--- src/rtl/toast_pkg.sv ---
// toast_pkg: shared definitions for the data-memory bus bridge.
//   - RV32I load/store funct3 encodings
//   - bridge FSM state enum
//   - write-strobe base patterns
//   - helper that decides whether a core access may go to the bus
package toast_pkg;

  // Load funct3 encodings
  localparam logic [2:0] F3_LB  = 3'b000;
  localparam logic [2:0] F3_LH  = 3'b001;
  localparam logic [2:0] F3_LW  = 3'b010;
  localparam logic [2:0] F3_LBU = 3'b100;
  localparam logic [2:0] F3_LHU = 3'b101;

  // Store funct3 encodings
  localparam logic [2:0] F3_SB  = 3'b000;
  localparam logic [2:0] F3_SH  = 3'b001;
  localparam logic [2:0] F3_SW  = 3'b010;

  typedef enum logic [1:0] {
    ST_IDLE,
    ST_REQ,
    ST_RESP,
    ST_DONE
  } bridge_state_e;

  // Strobe patterns before shifting into the addressed lane
  localparam logic [3:0] WSTRB_NONE = 4'b0000;
  localparam logic [3:0] WSTRB_BYTE = 4'b0001;
  localparam logic [3:0] WSTRB_HALF = 4'b0011;
  localparam logic [3:0] WSTRB_WORD = 4'b1111;

  // An access is legal when the funct3 exists for its direction and the
  // address is naturally aligned for the access size (op[1:0] encodes size).
  function automatic logic mem_access_legal(input logic       is_store,
                                            input logic [2:0] op,
                                            input logic [1:0] addr_lo);
    logic op_ok;
    logic aligned;
    if (is_store) begin
      op_ok = (op == F3_SB) || (op == F3_SH) || (op == F3_SW);
    end else begin
      op_ok = (op == F3_LB) || (op == F3_LH) || (op == F3_LW) ||
              (op == F3_LBU) || (op == F3_LHU);
    end
    case (op[1:0])
      2'b00:   aligned = 1'b1;
      2'b01:   aligned = ~addr_lo[0];
      2'b10:   aligned = (addr_lo == 2'b00);
      default: aligned = 1'b0;
    endcase
    return op_ok && aligned;
  endfunction

endpackage

--- src/rtl/dmem_lane_align.sv ---
// dmem_lane_align: purely combinational lane steering for the bus bridge.
// Ports:
//   op_i       funct3 of the latched access
//   we_i       1 = store, 0 = load
//   addr_lo_i  byte offset within the word
//   wdata_i    store data, value in the low bits
//   rdata_i    raw word returned by the bus
//   wstrb_o    byte-enable for the bus (0000 for loads)
//   wdata_o    store data replicated across all lanes it may land in
//   rdata_o    selected and sign/zero-extended load result
module dmem_lane_align
  import toast_pkg::*;
(
  input  logic [2:0]  op_i,
  input  logic        we_i,
  input  logic [1:0]  addr_lo_i,
  input  logic [31:0] wdata_i,
  input  logic [31:0] rdata_i,
  output logic [3:0]  wstrb_o,
  output logic [31:0] wdata_o,
  output logic [31:0] rdata_o
);

  logic [7:0]  rbyte;
  logic [15:0] rhalf;

  always_comb begin
    wstrb_o = WSTRB_NONE;
    if (we_i) begin
      case (op_i)
        F3_SB:   wstrb_o = WSTRB_BYTE << addr_lo_i;
        F3_SH:   wstrb_o = WSTRB_HALF << {addr_lo_i[1], 1'b0};
        F3_SW:   wstrb_o = WSTRB_WORD;
        default: wstrb_o = WSTRB_NONE;
      endcase
    end
  end

  // Replicating the datum into every lane lets the strobe alone pick the
  // destination, so no data shifter is needed.
  for (genvar gi = 0; gi < 4; gi++) begin : g_lane
    assign wdata_o[8*gi +: 8] = (op_i == F3_SB) ? wdata_i[7:0] :
                                (op_i == F3_SH) ? wdata_i[8*(gi%2) +: 8] :
                                                  wdata_i[8*gi +: 8];
  end

  assign rbyte = rdata_i[{addr_lo_i, 3'b000} +: 8];
  assign rhalf = addr_lo_i[1] ? rdata_i[31:16] : rdata_i[15:0];

  always_comb begin
    rdata_o = rdata_i;
    case (op_i)
      F3_LB:   rdata_o = {{24{rbyte[7]}}, rbyte};
      F3_LBU:  rdata_o = {24'h0, rbyte};
      F3_LH:   rdata_o = {{16{rhalf[15]}}, rhalf};
      F3_LHU:  rdata_o = {16'h0, rhalf};
      default: rdata_o = rdata_i;
    endcase
  end

endmodule

--- src/rtl/dmem_bus_bridge.sv ---
// dmem_bus_bridge: turns single core MEM-stage loads/stores into one
// valid/ready bus request plus one response, stalling the core meanwhile.
// Ports:
//   Clk, Reset                      clock, async active-high reset
//   Core_addr/wr_data/wr_en/rd_en/op  core access request
//   Core_rd_data                    formatted load result (held)
//   Core_stall                      freezes the core while busy
//   Core_exception                  one-cycle fault pulse
//   Bus_req_*                       request channel (valid/ready)
//   Bus_rsp_*                       response channel (valid, data, error)
// Parameter TIMEOUT_CYCLES bounds the cycles spent in REQ+RESP.
module dmem_bus_bridge
  import toast_pkg::*;
#(
  parameter int unsigned TIMEOUT_CYCLES = 255
) (
  input  logic        Clk,
  input  logic        Reset,
  input  logic [31:0] Core_addr,
  input  logic [31:0] Core_wr_data,
  input  logic        Core_wr_en,
  input  logic        Core_rd_en,
  input  logic [2:0]  Core_op,
  output logic [31:0] Core_rd_data,
  output logic        Core_stall,
  output logic        Core_exception,
  output logic        Bus_req_valid,
  input  logic        Bus_req_ready,
  output logic [31:0] Bus_req_addr,
  output logic        Bus_req_we,
  output logic [3:0]  Bus_req_wstrb,
  output logic [31:0] Bus_req_wdata,
  input  logic        Bus_rsp_valid,
  input  logic [31:0] Bus_rsp_rdata,
  input  logic        Bus_rsp_err
);

  localparam int unsigned CNT_W = (TIMEOUT_CYCLES < 2) ? 1 : $clog2(TIMEOUT_CYCLES + 1);
  localparam logic [CNT_W-1:0] CNT_LAST = CNT_W'(TIMEOUT_CYCLES - 1);

  bridge_state_e state_q, state_d;
  logic [CNT_W-1:0] cnt_q, cnt_d;
  logic [31:0] addr_q, addr_d;
  logic [2:0]  op_q, op_d;
  logic        we_q, we_d;
  logic [31:0] wdata_q, wdata_d;
  logic [31:0] rd_data_q, rd_data_d;
  logic        err_q, err_d;

  logic        access;
  logic        legal;
  logic        timeout;
  logic [31:0] load_fmt;

  dmem_lane_align u_lane_align (
    .op_i      (op_q),
    .we_i      (we_q),
    .addr_lo_i (addr_q[1:0]),
    .wdata_i   (wdata_q),
    .rdata_i   (Bus_rsp_rdata),
    .wstrb_o   (Bus_req_wstrb),
    .wdata_o   (Bus_req_wdata),
    .rdata_o   (load_fmt)
  );

  assign access  = Core_rd_en ^ Core_wr_en;
  assign legal   = access && mem_access_legal(Core_wr_en, Core_op, Core_addr[1:0]);
  // The final allowed cycle is the one where the count sits at TIMEOUT-1;
  // forward progress on that cycle still wins over the abort.
  assign timeout = (cnt_q >= CNT_LAST);

  assign Bus_req_addr = {addr_q[31:2], 2'b00};
  assign Bus_req_we   = we_q;
  assign Core_rd_data = rd_data_q;

  always_comb begin
    state_d        = state_q;
    cnt_d          = cnt_q;
    addr_d         = addr_q;
    op_d           = op_q;
    we_d           = we_q;
    wdata_d        = wdata_q;
    rd_data_d      = rd_data_q;
    err_d          = err_q;
    Core_stall     = 1'b0;
    Core_exception = 1'b0;
    Bus_req_valid  = 1'b0;

    case (state_q)
      ST_IDLE: begin
        err_d = 1'b0;
        if (legal) begin
          // Stall in the same cycle so the core holds the instruction.
          Core_stall = 1'b1;
          addr_d     = Core_addr;
          op_d       = Core_op;
          we_d       = Core_wr_en;
          wdata_d    = Core_wr_data;
          cnt_d      = '0;
          state_d    = ST_REQ;
        end else if (Core_rd_en || Core_wr_en) begin
          // Misaligned, bad funct3, or both enables: fault without the bus.
          Core_exception = 1'b1;
        end
      end

      ST_REQ: begin
        Core_stall    = 1'b1;
        Bus_req_valid = 1'b1;
        cnt_d         = cnt_q + CNT_W'(1);
        if (Bus_req_ready) begin
          state_d = ST_RESP;
        end else if (timeout) begin
          err_d     = 1'b1;
          rd_data_d = '0;
          state_d   = ST_DONE;
        end
      end

      ST_RESP: begin
        Core_stall = 1'b1;
        cnt_d      = cnt_q + CNT_W'(1);
        if (Bus_rsp_valid) begin
          if (Bus_rsp_err) begin
            err_d     = 1'b1;
            rd_data_d = '0;
          end else if (!we_q) begin
            rd_data_d = load_fmt;
          end
          state_d = ST_DONE;
        end else if (timeout) begin
          err_d     = 1'b1;
          rd_data_d = '0;
          state_d   = ST_DONE;
        end
      end

      ST_DONE: begin
        // Core request is still on the inputs here but must not re-trigger.
        Core_exception = err_q;
        state_d        = ST_IDLE;
      end

      default: begin
        state_d = ST_IDLE;
      end
    endcase
  end

  always_ff @(posedge Clk or posedge Reset) begin
    if (Reset) begin
      state_q   <= ST_IDLE;
      cnt_q     <= '0;
      addr_q    <= '0;
      op_q      <= '0;
      we_q      <= 1'b0;
      wdata_q   <= '0;
      rd_data_q <= '0;
      err_q     <= 1'b0;
    end else begin
      state_q   <= state_d;
      cnt_q     <= cnt_d;
      addr_q    <= addr_d;
      op_q      <= op_d;
      we_q      <= we_d;
      wdata_q   <= wdata_d;
      rd_data_q <= rd_data_d;
      err_q     <= err_d;
    end
  end

endmodule

--- config.mk ---
export PLATFORM = sky130hd
export DESIGN_NAME = dmem_bus_bridge
export DESIGN_NICKNAME = d
export VERILOG_FILES = /design/src/rtl/toast_pkg.sv /design/src/rtl/dmem_lane_align.sv /design/src/rtl/dmem_bus_bridge.sv
export SDC_FILE = /design/constraint.sdc
export NUM_CORES = 1
export LEC_CHECK = 0
export CAP_MARGIN = 20
export CORE_MARGIN = 2
export CORE_UTILIZATION = 36
export DETAILED_ROUTE_END_ITERATION = 8
export PLACE_DENSITY = 0.66
export SYNTH_ARGS = -nofsm -noshare
export SYNTH_HDL_FRONTEND = slang
export SYNTH_SLANG_ARGS = --single-unit
--- constraint.sdc ---
create_clock -name Clk -period 4.25 [get_ports Clk]
set_input_delay 0.425 -clock Clk [delete_from_list [all_inputs] [get_ports Clk]]
set_output_delay 0.425 -clock Clk [all_outputs]
set_load 0.01 [all_outputs]
-- Yosys cells after proc, flatten, opt, wreduce, memory -nomap -nowiden
Index checks and enable logic that the tools add are counted.
- eq/ne operators: 17
- multiplexer cells: 35
- $add $sub $neg: 1
- shift operators: 3
- $lt $le $gt $ge: 1
- bitwise operators: 2
- reduce and logical (&&, ||, !) cells: 20
- operator list (kind ; count):
    32-bit two-way mux ; 5
    32-bit case mux with 4 select lines ; 1
    32-bit case mux with 2 select lines ; 1
    8-bit two-way mux ; 6
    32-bit by 6-bit indexed part select with 8-bit output ; 1
    16-bit two-way mux ; 1
    8-bit case mux with 2 select lines ; 1
    3-bit equality test, second input constant ; 4
    4-bit case mux with 3 select lines ; 1
    1-bit two-way mux ; 9
    8-bit by 1-bit adder with 8-bit output, second input constant ; 1
    8-bit >= comparator, second input constant ; 1
    2-bit two-way mux ; 4
    2-bit case mux with 4 select lines ; 1
    2-bit equality test, second input constant ; 3
    3-bit by 1-bit equality test with 1-bit output, second input constant ; 2
    3-bit by 2-bit equality test with 1-bit output, second input constant ; 2
    2-bit zero test ; 3
    3-bit zero test ; 2
    1-bit case mux with 3 select lines ; 2
    3-bit AND reduction ; 2
    1-bit logical OR ; 5
    2-bit by 1-bit equality test with 1-bit output, second input constant ; 2
    4-bit two-way mux ; 1
    13 further kinds ; 18
- logic and storage cells: 87
- register bits: 111
- output and inout bits: 104

-- Logic depth before layout (Yosys ltp)
Gate-level depths: netlist of run 1.
- depth in word-level cells: 10
- depth in mapped cells: 8
- depth with buffers taken out: 6

-- Hierarchy
A second synthesis of run 1 with hierarchy kept.
- cell total of the unflattened synthesis: 514
- area, all modules: 6130.9 um2
- by module, submodules not included (module ; area an instance (um2) ; cells each ; times used):
    dmem_bus_bridge ; 4981.0 ; 340 ; 1
    dmem_lane_align ; 1149.9 ; 174 ; 1

-- Worst setup path before layout of run 1
No wires, ideal clock.
- path type: in2out
- start: in Core_wr_en
- end: out Core_exception
- slack: 2.056 ns
- arrival: 1.769 ns
- cell stages on the path: 5
- cells stage by stage: inv_1 > ha_1 > a21boi_0 > a221oi_1 > a32o_1
- longest elaborated chain between the ends: 5
- RTL lines (what ; line ; RTL):
    start, declared ; dmem_bus_bridge.sv:21 ; input logic Core_wr_en,
    1-bit two-way mux ; toast_pkg.sv:40 ; if (is_store) begin
    1-bit logical AND ; toast_pkg.sv:52 ; return op_ok && aligned;
    1-bit logical AND ; dmem_bus_bridge.sv:67 ; assign legal = access && mem_access_legal(Core_wr_en, Core_op, Core_addr[1:0]);
    1-bit two-way mux (*) ; dmem_bus_bridge.sv:92 ; if (legal) begin
    1-bit case mux with 2 select lines (*) ; dmem_bus_bridge.sv:89 ; case (state_q)
    end, declared ; dmem_bus_bridge.sv:26 ; output logic Core_exception,
Mark *: on every way between the ends. The rest lies on a longest branch, timed or not.

-- Worst setup path in the final report of run 1
- start: reg op_q[1]
- end: out Bus_req_wdata[20]
- longest elaborated chain between the ends: 3
- RTL lines (what ; line ; RTL):
    start, declared ; dmem_bus_bridge.sv:44 ; logic [2:0] op_q, op_d;
    start signal, assigned ; dmem_bus_bridge.sv:164 ; op_q <= op_d;
    3-bit by 1-bit equality test with 1-bit output ; - ;
    8-bit two-way mux ; dmem_lane_align.sv:43 ; (op_i == F3_SH) ? wdata_i[8*(gi%2) +: 8] :
    8-bit two-way mux (*) ; dmem_lane_align.sv:42 ; assign wdata_o[8*gi +: 8] = (op_i == F3_SB) ? wdata_i[7:0] :
    end, declared ; dmem_bus_bridge.sv:32 ; output logic [31:0] Bus_req_wdata,
Marks and branches as above.

==> results of run 1 <==
## cell families after synthesis
kind of cell / after synthesis
adders and majority gates: 9
DFF: 111
buffers and inverters: 86
and+or+nand+nor: 95
muxes: 107
AOI/OAI and AO/OA: 117
other: 1
## layout by cell type (no fill, tap or decap), types with 6 or more instances in the layout
cell             instances
a21oi_1                 18
a22o_1                   7
and3_1                   8
buf_4                    6
clkbuf_16                9
clkdlybuf4s50_1        207
dfrtp_1                111
ha_1                     9
inv_1                   10
mux2_2                  92
mux2i_1                 15
nand2_1                 30
nand3_1                  6
nor2_1                  23
o211ai_1                 7
o21ai_0                 37
o2bb2ai_1               26
## power groups by stage
stage / combinational, mW / clock [mW] / sequential, mW
global route: 3.31 / 0.955 / 2.01
detailed placement: 3.06 / 0 / 1.95
finish: 3.05 / 0.883 / 1.93
global placement: 3.03 / 0 / 1.93
floorplan: 1.98 / 0 / 1.80
CTS: 3.08 / 0.906 / 1.93
## per-stage QoR
step / power (mW) / utilization / instances / worst slack (ns)
4_1_cts: 5.92 / 0.508 / 897 / 1.03
3_3_place_gp: 4.96 / 0.488 / 881 / 1.24
2_1_floorplan: 3.78 / - / 527 / 0.894
6_report: 5.87 / 0.508 / 898 / 1.09
3_5_place_dp: 5.01 / 0.488 / 881 / 1.20
5_1_grt: 6.27 / 0.508 / 898 / 0.942
## state kept, by name, summed over array words and instances (netlist names)
name          cells
Core_rd_data     32
state_q           2
op_q              3
addr_q           32
wdata_q          32
Bus_req_we        1
err_q             1
cnt_q             8
## critical path, stage by stage, from the launching register on
cell and delay, ns:
dfrtp_1 0.59, nor2_2 0.87, mux2_2 0.43, clkdlybuf4s50_1 0.49
## routing by layer
metal | up-vias | wire length, um | part of all wire | track usage
met4 | 0 | 193 | 0.012 | 0.0424
met1 | 2283 | 6670 | 0.42 | 0.234
met5 | - | 0 | 0 | 0
li1 | 2161 | - | - | -
met3 | 17 | 1780 | 0.11 | 0.0842
met2 | 206 | 7400 | 0.46 | 0.293
## worst min path at each step
stage | endpoint | cells after the start
2_1_floorplan | wdata_q[16]$_DFFE_PP0P_ | 1
3_3_place_gp | Core_rd_data[28]$_DFFE_PP0P_ | 1
3_5_place_dp | Core_rd_data[19]$_DFFE_PP0P_ | 1
4_1_cts | Core_rd_data[19]$_DFFE_PP0P_ | 1
5_1_grt | Core_rd_data[31]$_DFFE_PP0P_ | 1
6_report | Core_rd_data[19]$_DFFE_PP0P_ | 1
## final cells by class
class	instances	area [sq um]	share of cell area
sequential	111	2780	0.342
multi-input combinational	330	2610	0.321
timing repair buffer	214	2120	0.261
tap	216	270	0.0332
clock buffer	10	239	0.0294
clock inverter	6	70.1	0.00862
inverter	11	43.8	0.00539
## cells in the mapped netlist (all sizes together) (2+ instances only)
master,count
nor3,5
mux2,92
nand2b,4
inv,11
nor4,2
a22oi,2
mux2i,15
ha,9
dfrtp,111
nand2,30
nand3b,2
nand4,3
o21ai,38
buf,59
a2bb2oi,2
a21oi,18
a221o,4
a22o,7
clkbuf,16
o21a,2
nor3b,4
and2,2
o311ai,2
and3,8
nor2,24
o211ai,7
a221oi,3
nand3,6
o2bb2ai,26
==> impl_metrics.prom, run 1 <==
# TYPE chip_impl_metric gauge
chip_impl_metric{name="top_level_ports",unit=""} 210
chip_impl_metric{name="worst_slew_margin_rel",unit=""} 0.311
chip_impl_metric{name="r2r.worst_path.cells",unit=""} 5
chip_impl_metric{name="post_synth_num_cell_types",unit=""} 49
chip_impl_metric{name="slew_violations",unit=""} 0
chip_impl_info{name="synth_flop_cell",value="dfrtp_1"} 1
chip_impl_metric{name="power.switching_fraction",unit=""} 0.365
chip_impl_info{name="rsz0062_at_grt",value="no"} 1
chip_impl_metric{name="tightestPinTransition",unit="ns"} 1.03
chip_impl_metric{name="timing.reg2reg.setup_slack",unit="ns"} 1.56
chip_impl_metric{name="final.min_clock_period",unit="ns"} 3.16
chip_impl_metric{name="yosys_register_bits",unit=""} 111
chip_impl_info{name="cts-root-buf",value="clkbuf_16"} 1
chip_impl_metric{name="avgSynthCellArea",unit="sq um"} 11.3
chip_impl_metric{name="clk_latency",unit="ns"} 0.35
chip_impl_metric{name="powerDensity",unit="nW/um^2"} 722
chip_impl_metric{name="synth_warnings",unit=""} 0
chip_impl_metric{name="number_of_enable_type_register_cells_in_the_synthesized_netlist",unit=""} 0
chip_impl_metric{name="drt-initial-drc-count",unit=""} 258
chip_impl_metric{name="hpwlAfterDp",unit="mm"} 11.4
chip_impl_metric{name="placeableCoreArea",unit="sq um"} 16000
chip_impl_metric{name="design.final.nets",unit=""} 792
chip_impl_metric{name="skew",unit="ns"} 0.00696
chip_impl_metric{name="cts_repair_resize_count",unit=""} 0
chip_impl_metric{name="synthXorXnorAreaFrac",unit=""} 0
chip_impl_info{name="crit_path_start_kind",value="register"} 1
chip_impl_metric{name="starting_utilization_of_the_core_area",unit=""} 0.370
chip_impl_metric{name="layout_worst_path_cycle_share",unit=""} 0.743
chip_impl_info{name="run_status",value="finished clean"} 1
chip_impl_info{name="main_combinational_cell_family_by_area_after_synthesis",value="multiplexers"} 1
chip_impl_metric{name="synth-async-reset-ratio",unit=""} 1.00
chip_impl_metric{name="power_frac_seq",unit=""} 0.329
chip_impl_metric{name="ctsHtreeMaxLevel",unit=""} 3
chip_impl_metric{name="leakagePower",unit="nW"} 3.35
chip_impl_metric{name="area_delta_synth_final",unit="%"} 37.3
chip_impl_metric{name="filler_cell_count",unit=""} 1454
chip_impl_metric{name="tritoncts_buffer_count",unit=""} 9
chip_impl_metric{name="combinationalPowerShare",unit=""} 0.520
chip_impl_metric{name="totalWireLength",unit="mm"} 16.0
chip_impl_metric{name="drt_pre_antenna_iters",unit=""} 4
chip_impl_metric{name="pwr-share-clk",unit=""} 0.150
chip_impl_info{name="endpoint_kind",value="output pin"} 1
chip_impl_info{name="startpoint",value="op_q[1]$_DFFE_PP0P_"} 1
chip_impl_metric{name="inserted_diodes",unit=""} 0
chip_impl_metric{name="place_area",unit="sq um"} 7820
chip_impl_info{name="yosys.area.top_type",value="dfrtp_1"} 1
chip_impl_metric{name="critical_path.max_fanout",unit=""} 24
chip_impl_metric{name="drive_above_1_share",unit=""} 0.177
chip_impl_metric{name="gpl.final_weighted_congestion",unit=""} 0.867
chip_impl_metric{name="vias_per_cell",unit=""} 5.20
chip_impl_metric{name="grt_antenna_before_repair",unit=""} 0
chip_impl_metric{name="std_cell_rows",unit=""} 46
chip_impl_metric{name="cts-root-to-sink-buffers",unit=""} 2
chip_impl_metric{name="total_switching_power",unit="mW"} 2.14
chip_impl_metric{name="fin_hold_ws",unit="ns"} 0.490
chip_impl_metric{name="detail_route.drc_violations",unit=""} 0
chip_impl_metric{name="post_synth_instance_area",unit="sq um"} 5920
chip_impl_metric{name="cts_setup_buffers",unit=""} 0
chip_impl_info{name="worstHoldStart",value="Core_rd_data[19]$_DFFE_PP0P_"} 1
chip_impl_metric{name="floorplan.die_area",unit="sq um"} 17500
chip_impl_metric{name="worstPathArrival",unit="ns"} 2.73
chip_impl_metric{name="finish.instance_area",unit="sq um"} 8130
chip_impl_metric{name="hold_buffers",unit=""} 0
chip_impl_metric{name="report.final.hold_viol_count",unit=""} 0
chip_impl_info{name="synth.area.top_cells",value="dfrtp_1 47%, mux2_2 17%, buf_4 5.2%"} 1
chip_impl_metric{name="post_synth_fa_ha_maj_area_fraction",unit=""} 0.0190
chip_impl_info{name="tritoncts",value="built"} 1
chip_impl_metric{name="basic_gate_share_of_the_synthesized_area_counting_and_or_nand_and_nor_cells",unit=""} 0.0805
chip_impl_metric{name="synthMuxAreaShare",unit=""} 0.200
chip_impl_metric{name="netlist.area_leader.share",unit=""} 0.469
chip_impl_metric{name="clkTransAtPathRegs",unit="ns"} 0.07
chip_impl_info{name="crit-reg2reg-capture",value="Core_rd_data[11]$_DFFE_PP0P_"} 1
chip_impl_metric{name="maxCapViolCount",unit=""} 0
chip_impl_info{name="crit_path_end",value="Bus_req_wdata[20]"} 1
chip_impl_metric{name="port_buffers",unit=""} 207
chip_impl_info{name="timing.rr.start",value="state_q[0]$_DFFE_PP0P_"} 1
chip_impl_metric{name="setup-violations-final",unit=""} 0
chip_impl_metric{name="routed-via-count",unit=""} 4667
chip_impl_metric{name="max_fclk",unit="MHz"} 317
chip_impl_metric{name="total_routing_resource_utilization_after_global_routing",unit=""} 0.186
chip_impl_metric{name="ir_worst_vdd",unit="mV"} 0.388
chip_impl_metric{name="drt-wirelength-per-cell",unit="um"} 17.9
chip_impl_info{name="worstHoldPathType",value="reg2reg"} 1
chip_impl_metric{name="crit_required",unit="ns"} 3.83
chip_impl_metric{name="maximum_number_of_pins_on_one_net_before_global_route_repair",unit=""} 74
chip_impl_metric{name="global_route_wire_length_before_repair",unit="mm"} 26.2
chip_impl_metric{name="gr-total-overflow",unit=""} 0
chip_impl_metric{name="floorplan.die.width",unit="um"} 132
chip_impl_metric{name="cell_internal_pwr",unit="mW"} 3.73
chip_impl_metric{name="height_of_the_die",unit="um"} 132
chip_impl_metric{name="via_count_of_the_first_global_routing_pass",unit=""} 4845
chip_impl_info{name="critical_path_start_end_classification",value="reg2out"} 1
chip_impl_metric{name="netlist_instances",unit=""} 526
chip_impl_metric{name="synth_seq_area_share",unit=""} 0.469
chip_impl_metric{name="synth-compound-area-share",unit=""} 0.139
chip_impl_metric{name="cts_num_sinks",unit=""} 111
chip_impl_metric{name="drt.antenna.violating_nets",unit=""} 0
chip_impl_metric{name="setup_total_negative_slack",unit="ns"} 0
(Power assumes the default switching activity.)
==> run 2, diff against run 1 <==
- clock period: 4.25 -> 2.95 ns (I/O delays scaled with it)
==> impl_metrics.prom, run 2 (synthesized netlist as in run 1, its figures left out) <==
# TYPE chip_impl_metric gauge
chip_impl_info{name="rsz0062_at_grt",value="no"} 1
chip_impl_metric{name="area_delta_synth_final",unit="%"} 38.5
chip_impl_metric{name="postLayoutCoreUtil",unit=""} 0.513
chip_impl_metric{name="inserted_diodes",unit=""} 0
chip_impl_metric{name="via_count_of_the_first_global_routing_pass",unit=""} 4816
chip_impl_metric{name="std_cell_rows",unit=""} 46
chip_impl_metric{name="setup-violations-final",unit=""} 0
chip_impl_metric{name="starting_utilization_of_the_core_area",unit=""} 0.370
chip_impl_info{name="critical_path.cell_chain",value="clkdlybuf4s50_1, inv_1, ha_1, a21boi_0, a221oi_1, a32o_1, clkdlybuf4s50_1"} 1
chip_impl_metric{name="vias_per_cell",unit=""} 5.15
chip_impl_metric{name="max_fclk",unit="MHz"} 365
chip_impl_metric{name="report.final.hold_viol_count",unit=""} 0
chip_impl_info{name="tritoncts",value="built"} 1
chip_impl_metric{name="tritoncts_buffer_count",unit=""} 9
chip_impl_metric{name="leakagePower",unit="nW"} 3.38
chip_impl_metric{name="tightestPinTransition",unit="ns"} 0.731
chip_impl_metric{name="drive_above_1_share",unit=""} 0.179
chip_impl_info{name="worstHoldPathType",value="in2async"} 1
chip_impl_metric{name="top_level_ports",unit=""} 210
chip_impl_metric{name="totalWireLength",unit="mm"} 15.9
chip_impl_info{name="startpoint",value="Core_wr_en"} 1
chip_impl_metric{name="combinationalPowerShare",unit=""} 0.515
chip_impl_metric{name="cts_repair_resize_count",unit=""} 0
chip_impl_metric{name="placeableCoreArea",unit="sq um"} 16000
chip_impl_metric{name="crit_required",unit="ns"} 2.65
chip_impl_info{name="final_cell_mix",value="207 x clkdlybuf4s50_1, 111 x dfrtp_1, 92 x mux2_2"} 1
chip_impl_metric{name="critical_path.max_fanout",unit=""} 4
chip_impl_metric{name="drt-wirelength-per-cell",unit="um"} 17.7
chip_impl_metric{name="route.layer.met1.wl",unit="mm"} 6.80
chip_impl_metric{name="clk_latency",unit="ns"} 0.35
chip_impl_metric{name="port_buffers",unit=""} 207
chip_impl_metric{name="cell_internal_pwr",unit="mW"} 5.51
chip_impl_metric{name="routed-via-count",unit=""} 4648
chip_impl_metric{name="detailroute.wirelength.met3",unit="mm"} 1.50
chip_impl_metric{name="worstPathArrival",unit="ns"} 2.44
chip_impl_metric{name="cts-root-to-sink-buffers",unit=""} 2
chip_impl_metric{name="gpl.final_weighted_congestion",unit=""} 0.799
chip_impl_info{name="run_status",value="finished clean"} 1
chip_impl_metric{name="detail_route.drc_violations",unit=""} 0
chip_impl_metric{name="drt-initial-drc-count",unit=""} 206
chip_impl_info{name="crit_path_start_kind",value="input pin"} 1
chip_impl_info{name="path_common_cell",value="clkdlybuf4s50_1"} 1
chip_impl_info{name="cts-root-buf",value="clkbuf_16"} 1
chip_impl_metric{name="powerDensity",unit="nW/um^2"} 1040
chip_impl_metric{name="design.final.nets",unit=""} 797
chip_impl_metric{name="timing.critical_path.slowest_cell_delay",unit="ns"} 0.53
chip_impl_metric{name="ctsHtreeMaxLevel",unit=""} 3
chip_impl_metric{name="cts_num_sinks",unit=""} 111
chip_impl_metric{name="clkTransAtPathRegs",unit="ns"} 0.07
chip_impl_info{name="top_layer_used",value="met4"} 1
chip_impl_metric{name="skew",unit="ns"} 0.00573
chip_impl_info{name="timing.rr.start",value="addr_q[1]$_DFFE_PP0P_"} 1
chip_impl_metric{name="drt_pre_antenna_iters",unit=""} 4
chip_impl_metric{name="gr-total-overflow",unit=""} 0
chip_impl_metric{name="pwr-share-clk",unit=""} 0.153
chip_impl_info{name="timing.critical_path.slowest_stage_cell",value="clkdlybuf4s50_1"} 1
chip_impl_metric{name="height_of_the_die",unit="um"} 132
chip_impl_metric{name="grt_antenna_before_repair",unit=""} 0
chip_impl_metric{name="floorplan.die_area",unit="sq um"} 17500
chip_impl_metric{name="drt.antenna.violating_nets",unit=""} 0
chip_impl_metric{name="total_switching_power",unit="mW"} 3.05
chip_impl_metric{name="power_frac_seq",unit=""} 0.332
chip_impl_info{name="critical_path_start_end_classification",value="in2out"} 1
chip_impl_metric{name="maximum_number_of_pins_on_one_net_before_global_route_repair",unit=""} 112
chip_impl_metric{name="worst_slew_margin_rel",unit=""} 0.512
chip_impl_metric{name="power.switching_fraction",unit=""} 0.356
chip_impl_metric{name="hpwlAfterDp",unit="mm"} 11.2
chip_impl_info{name="layout.cells.most_common",value="clkdlybuf4s50_1"} 1
chip_impl_metric{name="floorplan.die.width",unit="um"} 132
chip_impl_metric{name="cts_setup_buffers",unit=""} 0
chip_impl_metric{name="total_routing_resource_utilization_after_global_routing",unit=""} 0.182
chip_impl_metric{name="hold_buffers",unit=""} 0
chip_impl_metric{name="met2WireLength",unit="mm"} 7.39
chip_impl_metric{name="maxCapViolCount",unit=""} 0
chip_impl_metric{name="global_route_wire_length_before_repair",unit="mm"} 25.7
chip_impl_metric{name="slew_violations",unit=""} 0
chip_impl_metric{name="ir_worst_vdd",unit="mV"} 0.598
chip_impl_metric{name="setup_total_negative_slack",unit="ns"} 0
chip_impl_info{name="endpoint_kind",value="output pin"} 1
chip_impl_metric{name="final.min_clock_period",unit="ns"} 2.74
chip_impl_metric{name="layout_worst_path_cycle_share",unit=""} 0.928
[run 2: cell type report]
cell class,instances,area [sq um]
multi-input combinational,330,2610
clock inverter,3,67.6
sequential,111,2780
tap,216,270
timing repair buffer,219,2190
inverter,11,45.0
fill,1469,7800
clock buffer,12,246
[run 2: critical path, delay by kind of cell]
kind / cells / cell delay, ns
buf+inv: 3 / 1.09
compound gates: 3 / 0.71
fa+ha+maj: 1 / 0.34
[run 2: worst paths after layout]
kind	cells past startpoint	slack (ns)	end
setup reg to reg	4	0.73	Core_rd_data[13]$_DFFE_PP0P_
hold / removal	3	0.47	Core_rd_data[20]$_DFFE_PP0P_
setup / recovery	7	0.21	Core_exception
hold reg to reg	1	0.49	Core_rd_data[25]$_DFFE_PP0P_
max in group asynchronous	3	2.00	wdata_q[18]$_DFFE_PP0P_
min in group Clk	1	0.49	Core_rd_data[25]$_DFFE_PP0P_
[run 2: layer usage]
| layer | up-vias | global-route usage |
|---|---|---|
| met5 | - | 0 |
| met4 | 0 | 0.0585 |
| met3 | 14 | 0.0631 |
| met2 | 174 | 0.293 |
| met1 | 2286 | 0.230 |
| li1 | 2174 | - |
[run 2: through the flow]
step | worst slack [ns] | total power, mW | hold WS [ns] | cell area, sq um | cells
after floorplan | 1.02 | 5.45 | 0.445 | 5930 | 527
after global placement | 0.266 | 7.19 | 0.471 | 7890 | 887
after detailed placement | 0.201 | 7.29 | 0.473 | 7890 | 887
after CTS | 0.189 | 8.65 | 0.494 | 8200 | 902
after global routing | 0.0621 | 9.12 | 0.506 | 8200 | 902
final | 0.212 | 8.56 | 0.471 | 8200 | 902
[run 2: power by group through the flow]
| stage | combinational [mW] | sequential, mW | clock, mW |
|---|---|---|---|
| 6_report | 4.40 | 2.84 | 1.31 |
| 5_1_grt | 4.75 | 2.97 | 1.41 |
| 4_1_cts | 4.45 | 2.85 | 1.35 |
| 3_5_place_dp | 4.41 | 2.87 | 0 |
| 3_3_place_gp | 4.35 | 2.84 | 0 |
| 2_1_floorplan | 2.85 | 2.60 | 0 |
